### src/rtl/binary_round_engine.sv
// Round engine for the binary game: LFSR targets, per-round countdown, answer checking and scoring.
// Consumes single-cycle button pulses; every output comes straight from a register.
module binary_round_engine #(
    parameter int unsigned TICK_DIV   = 100_000_000,
    parameter int unsigned ROUND_SECS = 10,
    parameter int unsigned ROUNDS     = 10,
    parameter logic [7:0]  LFSR_SEED  = 8'hA5
) (
    input  logic       board_clk,
    input  logic       Reset_Pulse,
    input  logic       start,
    input  logic       submit,
    input  logic       quit,
    input  logic [7:0] userNumber,
    output logic [7:0] outputNumber,
    output logic [7:0] playerScore,
    output logic [7:0] highScore,
    output logic [7:0] timeLeft,
    output logic       isWrong,
    output logic       active,
    output logic       done
);

    localparam int unsigned      TickW     = $clog2(TICK_DIV);
    localparam logic [TickW-1:0] TickMax   = TickW'(TICK_DIV - 1);
    localparam logic [7:0]       RoundSecs = 8'(ROUND_SECS);
    localparam logic [7:0]       Rounds    = 8'(ROUNDS);

    typedef enum logic [1:0] {StIdle, StLoad, StPlay, StDone} state_e;

    state_e           state_q, state_d;
    logic [7:0]       lfsr_q, lfsr_d;
    logic [7:0]       target_q, target_d;
    logic [7:0]       score_q, score_d;
    logic [7:0]       high_q, high_d;
    logic [7:0]       time_q, time_d;
    logic [7:0]       round_q, round_d;
    logic [TickW-1:0] tick_q, tick_d;
    logic             wrong_q, wrong_d;

    logic [7:0] round_next;
    logic [7:0] score_inc;
    logic       last_round;
    logic       tick_wrap;

    assign round_next = round_q + 8'd1;
    assign last_round = (round_next == Rounds);
    assign tick_wrap  = (tick_q == TickMax);
    assign score_inc  = (score_q == 8'hFF) ? score_q : score_q + 8'd1;

    always_comb begin
        state_d  = state_q;
        lfsr_d   = {lfsr_q[6:0], lfsr_q[7] ^ lfsr_q[5] ^ lfsr_q[4] ^ lfsr_q[3]};
        target_d = target_q;
        score_d  = score_q;
        high_d   = high_q;
        time_d   = time_q;
        round_d  = round_q;
        tick_d   = tick_q;
        wrong_d  = wrong_q;

        unique case (state_q)
            StIdle, StDone: begin
                if (start) begin
                    state_d = StLoad;
                    score_d = 8'd0;
                    round_d = 8'd0;
                    wrong_d = 1'b0;
                end
            end
            StLoad: begin
                target_d = lfsr_q;
                time_d   = RoundSecs;
                tick_d   = '0;
                wrong_d  = 1'b0;
                state_d  = StPlay;
            end
            StPlay: begin
                tick_d = tick_wrap ? '0 : tick_q + 1'b1;
                if (tick_wrap && time_q != 8'd0) begin
                    time_d = time_q - 8'd1;
                end
                // quit beats submit beats timeout; a submit on the wrap cycle hides the timeout
                if (quit) begin
                    state_d = StDone;
                end else if (submit) begin
                    if (userNumber == target_q) begin
                        score_d = score_inc;
                        round_d = round_next;
                        state_d = last_round ? StDone : StLoad;
                    end else begin
                        wrong_d = 1'b1;
                    end
                end else if (tick_wrap && time_q == 8'd1) begin
                    time_d  = 8'd0;
                    wrong_d = 1'b1;
                    round_d = round_next;
                    state_d = last_round ? StDone : StLoad;
                end
            end
            default: state_d = StIdle;
        endcase

        // High score is folded in on the edge that enters DONE, using the final score.
        if (state_d == StDone && state_q != StDone && score_d > high_q) begin
            high_d = score_d;
        end
    end

    always_ff @(posedge board_clk or posedge Reset_Pulse) begin
        if (Reset_Pulse) begin
            state_q  <= StIdle;
            lfsr_q   <= LFSR_SEED;
            target_q <= 8'd0;
            score_q  <= 8'd0;
            high_q   <= 8'd0;
            time_q   <= 8'd0;
            round_q  <= 8'd0;
            tick_q   <= '0;
            wrong_q  <= 1'b0;
        end else begin
            state_q  <= state_d;
            lfsr_q   <= lfsr_d;
            target_q <= target_d;
            score_q  <= score_d;
            high_q   <= high_d;
            time_q   <= time_d;
            round_q  <= round_d;
            tick_q   <= tick_d;
            wrong_q  <= wrong_d;
        end
    end

    assign outputNumber = target_q;
    assign playerScore  = score_q;
    assign highScore    = high_q;
    assign timeLeft     = time_q;
    assign isWrong      = wrong_q;
    assign active       = (state_q == StLoad) || (state_q == StPlay);
    assign done         = (state_q == StDone);

endmodule
### config.mk
export PLATFORM = sky130hd
export DESIGN_NAME = binary_round_engine
export DESIGN_NICKNAME = d
export VERILOG_FILES = /design/src/rtl/binary_round_engine.sv
export SDC_FILE = /design/constraint.sdc
export NUM_CORES = 1
export LEC_CHECK = 0
export CORE_ASPECT_RATIO = 1.75
export CORE_MARGIN = 2
export CORE_UTILIZATION = 50
export DETAILED_ROUTE_END_ITERATION = 12
export DONT_BUFFER_PORTS = 1
export HOLD_SLACK_MARGIN = 0.02
export PLACE_DENSITY = 0.69
export SLEW_MARGIN = 30
export SYNTH_ARGS = -nofsm -noshare
export SYNTH_HDL_FRONTEND = slang
export SYNTH_SLANG_ARGS = --single-unit
export TNS_END_PERCENT = 5
### constraint.sdc
create_clock -name board_clk -period 3.3 [get_ports board_clk]
set_input_delay 0.495 -clock board_clk [delete_from_list [all_inputs] [get_ports board_clk]]
set_output_delay 0.495 -clock board_clk [all_outputs]
set_load 0.1 [all_outputs]
Word-level counts from Yosys, hierarchy flattened
Cells that the tools add are included.
- reductions and logical operators: 12
- order comparisons: 1
- equal/unequal tests: 15
- add/sub/neg operators: 4
- bitwise gates (word level): 3
- mux-type cells: 32
- operators with widths (kind ; number):
    8-bit two-way mux ; 14
    27-bit case mux with 2 select lines ; 1
    8-bit case mux with 2 select lines ; 3
    27-bit by 1-bit adder with 27-bit output, second input constant ; 1
    27-bit equality test, second input constant ; 1
    27-bit two-way mux ; 1
    8-bit by 1-bit adder with 8-bit output, second input constant ; 2
    2-bit two-way mux ; 6
    3-bit inequality test, second input constant ; 3
    8-bit by 1-bit equality test with 1-bit output, second input constant ; 1
    8-bit by 4-bit equality test with 1-bit output, second input constant ; 1
    8-bit equality test ; 1
    8-bit equality test, second input constant ; 1
    8-bit > comparator ; 1
    8-bit nonzero test ; 1
    8-bit by 1-bit subtractor with 8-bit output, second input constant ; 1
    2-bit equality test, second input constant ; 3
    2-bit inequality test, second input constant ; 3
    2-bit case mux with 3 select lines ; 1
    1-bit two-way mux ; 5
    5-bit AND reduction ; 1
    1-bit logical AND ; 4
    4-bit AND reduction ; 1
    2-bit nonzero test ; 2
    other kinds (6) ; 8
- input bits: 13
- bits in registers: 78
- output and inout port bits: 35

Longest topological paths before layout
- depth in word-level cells: 10
- mapped depth: 16
- depth with buffers taken out: 16

Least setup slack after synthesis
Ideal clock, no wire load.
- path kind: flip-flop to flip-flop
- start point: reg state_q[0]
- end point: reg high_q[0], in the netlist highScore[0]
- slack: -862 ps
- period minus slack after synthesis: 4162 ps
- arrival: 4036 ps
- stages on the path, launching flop included: 15
- setup time: 126 ps
- data required time: 3174 ps
- cell sequence: dfrtp_1 inv_1 ha_1 inv_1 nor2_1 or2_2 o21ai_0 o21ai_0 ha_1 o21a_1 o21a_1 o21ai_0 a221oi_1 o211ai_4 mux2_4
- RTL lines (item ; line ; RTL):
    from (decl) ; 31 ; state_e state_q, state_d;
    from (signal assigned) ; 112 ; state_q <= StIdle;
    from (signal assigned) ; 122 ; state_q <= state_d;
    2-bit equality test or 2-bit logical NOT (tied branches) ; 62 ; unique case (state_q)
    2-bit OR reduction ; 62 ;
    8-bit case mux with 2 select lines * ; 62 ;
    named net score_d[2] ; 34 ; logic [7:0] score_q, score_d;
    8-bit > comparator * ; 105 ; if (state_d == StDone && state_q != StDone && score_d > high_q) begin
    1-bit logical AND * ; 105 ;
    to (signal assigned) ; 126 ; high_q <= high_d;
    to (decl) ; 35 ; logic [7:0] high_q, high_d;
The timed path passes the listed nets; every way through them passes the cells marked *.
A chain may end at the register's enable or synchronous reset.

Final worst setup path
- start point: reg target_q[7], in the netlist outputNumber[7]
- end point: reg high_q[5], in the netlist highScore[5]
- RTL lines (item ; line ; RTL):
    from (decl) ; 33 ; logic [7:0] target_q, target_d;
    from (signal assigned) ; 124 ; target_q <= target_d;
    8-bit equality test ; 87 ; if (userNumber == target_q) begin
    8-bit two-way mux ; 87 ;
    8-bit two-way mux ; 86 ; end else if (submit) begin
    8-bit two-way mux ; 84 ; if (quit) begin
    8-bit case mux with 2 select lines ; 62 ;
    named net score_d[4] ; 34 ;
    8-bit > comparator ; 105 ;
    1-bit logical AND ; 105 ;
The timed path passes the listed nets, and every way through them passes these cells.

==> Flow_metrics.wiki <==
{| class="wikitable"
! Metric !! Value
|-
| Run status || complete, but fails checks
|-
| Violations in the final reports || negative setup slack
|-
| Routability-driven placement congestion ratio || 0.8435
|-
| Setup total negative slack || -0.5548 ns
|-
| Required time reported for the critical path endpoint || 3.52 ns
|-
| Worst-case clock skew || 0.005616 ns
|-
| End-of-flow core utilization || 63.08%
|-
| CP Cell Sequence || xor2_2 > nor4_2 > o2111a_1 > buf_6 > buf_4 > a21oi_1 > o21ai_0 > nand2_1 > ha_1 > and4_2 > o21ai_1 > a221oi_2 > o211ai_4 > mux2_4
|-
| Most used flip-flop cell after synthesis || sky130_fd_sc_hd__dfrtp_1
|-
| Top-Level Pins || 48
|-
| PortBufs || 0
|-
| Aggregate global-route resource usage || 23.22%
|-
| Worst-path maximum fanout || 8
|-
| Critical path's largest stage delay || 0.42 ns
|-
| Number of synthesized flops with an enable pin || 0
|-
| Startpoint types || flip-flop
|-
| Maximum vdd drop || 0.3723 mV
|-
| Wire length after detailed routing || 10370 um
|-
| Area fraction of the dominant cell type after synthesis || 42.25%
|-
| Number of clock sinks || 78
|-
| Vias in the first global route || 3640
|-
| Drc violations || 0
|-
| Actual slew at the worst max-slew pin || 0.9200 ns
|-
| DP HPWL || 7238 um
|-
| Core region area || 0.008615 mm^2
|-
| Ratio of final minimum period to clock period || 102.4%
|-
| Largest area contributor in the synthesized netlist || sky130_fd_sc_hd__dfrtp_1
|-
| Crit. End Element || flip-flop
|-
| Initial antenna violation count || 0
|-
| Upper clock frequency limit || 296.0 MHz
|-
| Total number of vias || 3597
|-
| Wire length of the first global-routing pass || 17240 um
|-
| Final hold violations || 0
|-
| Drt first pass iters || 4
|-
| Crit Path Class || flip-flop to flip-flop
|-
| MaxCap Viol Count || 0
|-
| Most frequent cells in the layout || 68 x sky130_fd_sc_hd__buf_4, 62 x sky130_fd_sc_hd__dfrtp_1, 41 x sky130_fd_sc_hd__nor2_1, 37 x sky130_fd_sc_hd__nand2_1, 24 x sky130_fd_sc_hd__o21ai_0
|-
| Static Leakage || 0.002405 uW
|-
| Count of mapped cells out of synthesis || 444
|-
| Worst-case clock buffer depth || 2
|-
| Most common cell after layout, fill and taps aside || sky130_fd_sc_hd__buf_4
|-
| Total nets after synthesis || 476
|-
| Arrival time at the worst endpoint || 3.59 ns
|-
| Clock latency on the worst-skew pair || 0.33 ns
|-
| Antenna Violating Nets Remaining || 0
|-
| Average wire per cell in the routed design || 16.33 um
|-
| Number of endpoints failing setup at the final stage || 8
|-
| Worst max-slew margin expressed relative to the limit || 38.67%
|-
| Proportion of layout cells with a drive suffix above 1 || 29.73%
|-
| #FFs+latches synth || 78
|-
| Die area || 0.009560 mm^2
|-
| Min setup slack post-route || -0.07823 ns
|-
| Chip height || 127.9 um
|-
| Root cell of the clock tree || sky130_fd_sc_hd__clkbuf_16
|-
| Count of final max-slew check failures || 0
|-
| P per Cell Area || 555.4 mW/mm^2
|-
| Final worst path period need || 3.378 ns
|-
| Post-synth design cell area || 0.004383 mm^2
|-
| Detailed-route vias per instance || 5.665
|-
| Fraction of the yosys area taken by sequential cells || 44.65%
|-
| Layout overhead on the synthesized area || 23.98%
|-
| Number of distinct library cell variants in the gate-level netlist after synthesis || 59
|-
| R2R depth || 14
|-
| H-tree lvl count || 3
|-
| CP max-delay cell || sky130_fd_sc_hd__dfrtp_2
|-
| Starting utilization of the core area || 50.88%
|-
| Maximum number of pins on one net before global-route repair || 79
|-
| Clock tree from TritonCTS || yes
|-
| Hold_buf cts || 0
|-
| Number of placement rows || 45
|-
| Async set-or-reset flop fraction in the synthesized netlist || 100.0%
|-
| Count of inserted antenna diode cells || 0
|-
| Worst R2R Setup Slack || -0.08 ns
|-
| Remaining global-route overflow || 0
|-
| CTS buffer count || 9
|-
| # nets final || 545
|-
| Unrepaired setup endpoints after global routing || true
|-
| Initial DRC count || 142
|-
| Mean Syn Cell Area || 9.872 um^2
|-
| Yosys warning total || 0
|-
| Width of the chip || 74.78 um
|-
| Min-Delay Path Class || input port to async pin
|-
| Register clock-pin slew on the reported worst setup and hold paths || 0.06 ns
|-
| Top cells by area, synth || sky130_fd_sc_hd__dfrtp_1 42%, sky130_fd_sc_hd__ha_1 5.4%, sky130_fd_sc_hd__nor2_1 3.7%, sky130_fd_sc_hd__o21ai_0 3.3%, sky130_fd_sc_hd__xnor2_1 3.2%
|}
repair_timing:
action / in CTS / in global routing
setup buffers: 5 / 5
resized for setup: 8 / 6
pin swaps: 11 / 17
setup endpoints to repair: 8 / 8
metal layers:
layer  GRT usage [%]  routed length (um)  vias to the layer above
li1                -                   -                     1721
met2           40.71                5797                       53
met3           5.346                 286                       17
met4           9.454                 221                        0
met1           26.40                4064                     1806
met5               0                   0                        -
critical path, delay by kind of cell, from the launching register on:
family / cells / cell delay (ns)
and+or+nand+nor: 3 / 0.66
adders and majority gates: 1 / 0.30
AOI/OAI and AO/OA: 6 / 1.10
DFF: 1 / 0.42
buffers and inverters: 2 / 0.27
xor gates and xnor gates: 1 / 0.15
muxes: 1 / 0.35
power by group:
group          switching (uW)  leakage [uW]  internal [uW]
registers                58.5       0.00104            983
logic                     633       0.00121            269
clock network             390      0.000156            685
registers in the layout, summed over array words and instances (netlist names):
| signal | cells |
|---|---|
| playerScore | 8 |
| tick_q | 27 |
| lfsr_q | 8 |
| state_q | 2 |
| timeLeft | 8 |
| outputNumber | 8 |
| highScore | 8 |
| isWrong | 1 |
| round_q | 8 |
area by class of cell:
type,instances,area [um^2]
tap,117,146.4
inverter,21,82.58
clock inverter,5,81.33
timing repair buffer,70,533.0
multi-input combinational,333,2376
sequential,78,1972
fill,736,3181
clock buffer,11,242.7
cell usage after synthesis (all sizes together) (4+ instances only):
master	number
dfrtp	74
nor2	43
nand2	37
o21ai	30
inv	21
nand3	21
a21oi	19
ha	19
mux2	16
xnor2	16
xor2	16
and3	12
nor3	12
o31ai	9
clkbuf	8
nor2b	7
nor4	7
nand4	6
or3	6
and4	5
nand3b	5
or2	5
dfstp	4
nand2b	4
o221ai	4
stage by stage:
step           cells  power (uW)  worst slack (ns)  cell area [um^2]  hold slack, ns
2_1_floorplan    444        1746           -0.3153              4451          0.3495
3_3_place_gp     609        1919          -0.06964              4972          0.3514
3_5_place_dp     609        1943           -0.1174              4972          0.3613
4_1_cts          630        3024          -0.06316              5371          0.3745
6_report         635        3018          -0.07823              5434          0.2178
5_1_grt          635        3174           -0.2410              5434          0.2864
worst paths after layout:
kind | start | to
worst max-delay path | outputNumber[7] | highScore[5]
worst min-delay path | Reset_Pulse | playerScore[6]
worst max register to register | outputNumber[7] | highScore[5]
worst min register to register | lfsr_q[1] | lfsr_q[2]
max in group asynchronous | Reset_Pulse | outputNumber[1]
min in group board_clk | lfsr_q[1] | lfsr_q[2]
kinds of logic after synthesis:
family | count (synthesis) | synth area share [%]
adder cells (fa/ha/maj) | 19 | 5.424
XOR/XNOR | 32 | 6.394
flip-flops | 78 | 44.65
multiplexers | 18 | 5.253
AND/OR/NAND/NOR | 179 | 21.81
AO/OA/AOI/OAI | 85 | 13.02
buffers and inverters | 33 | 3.454
(Power assumes the default switching activity.)
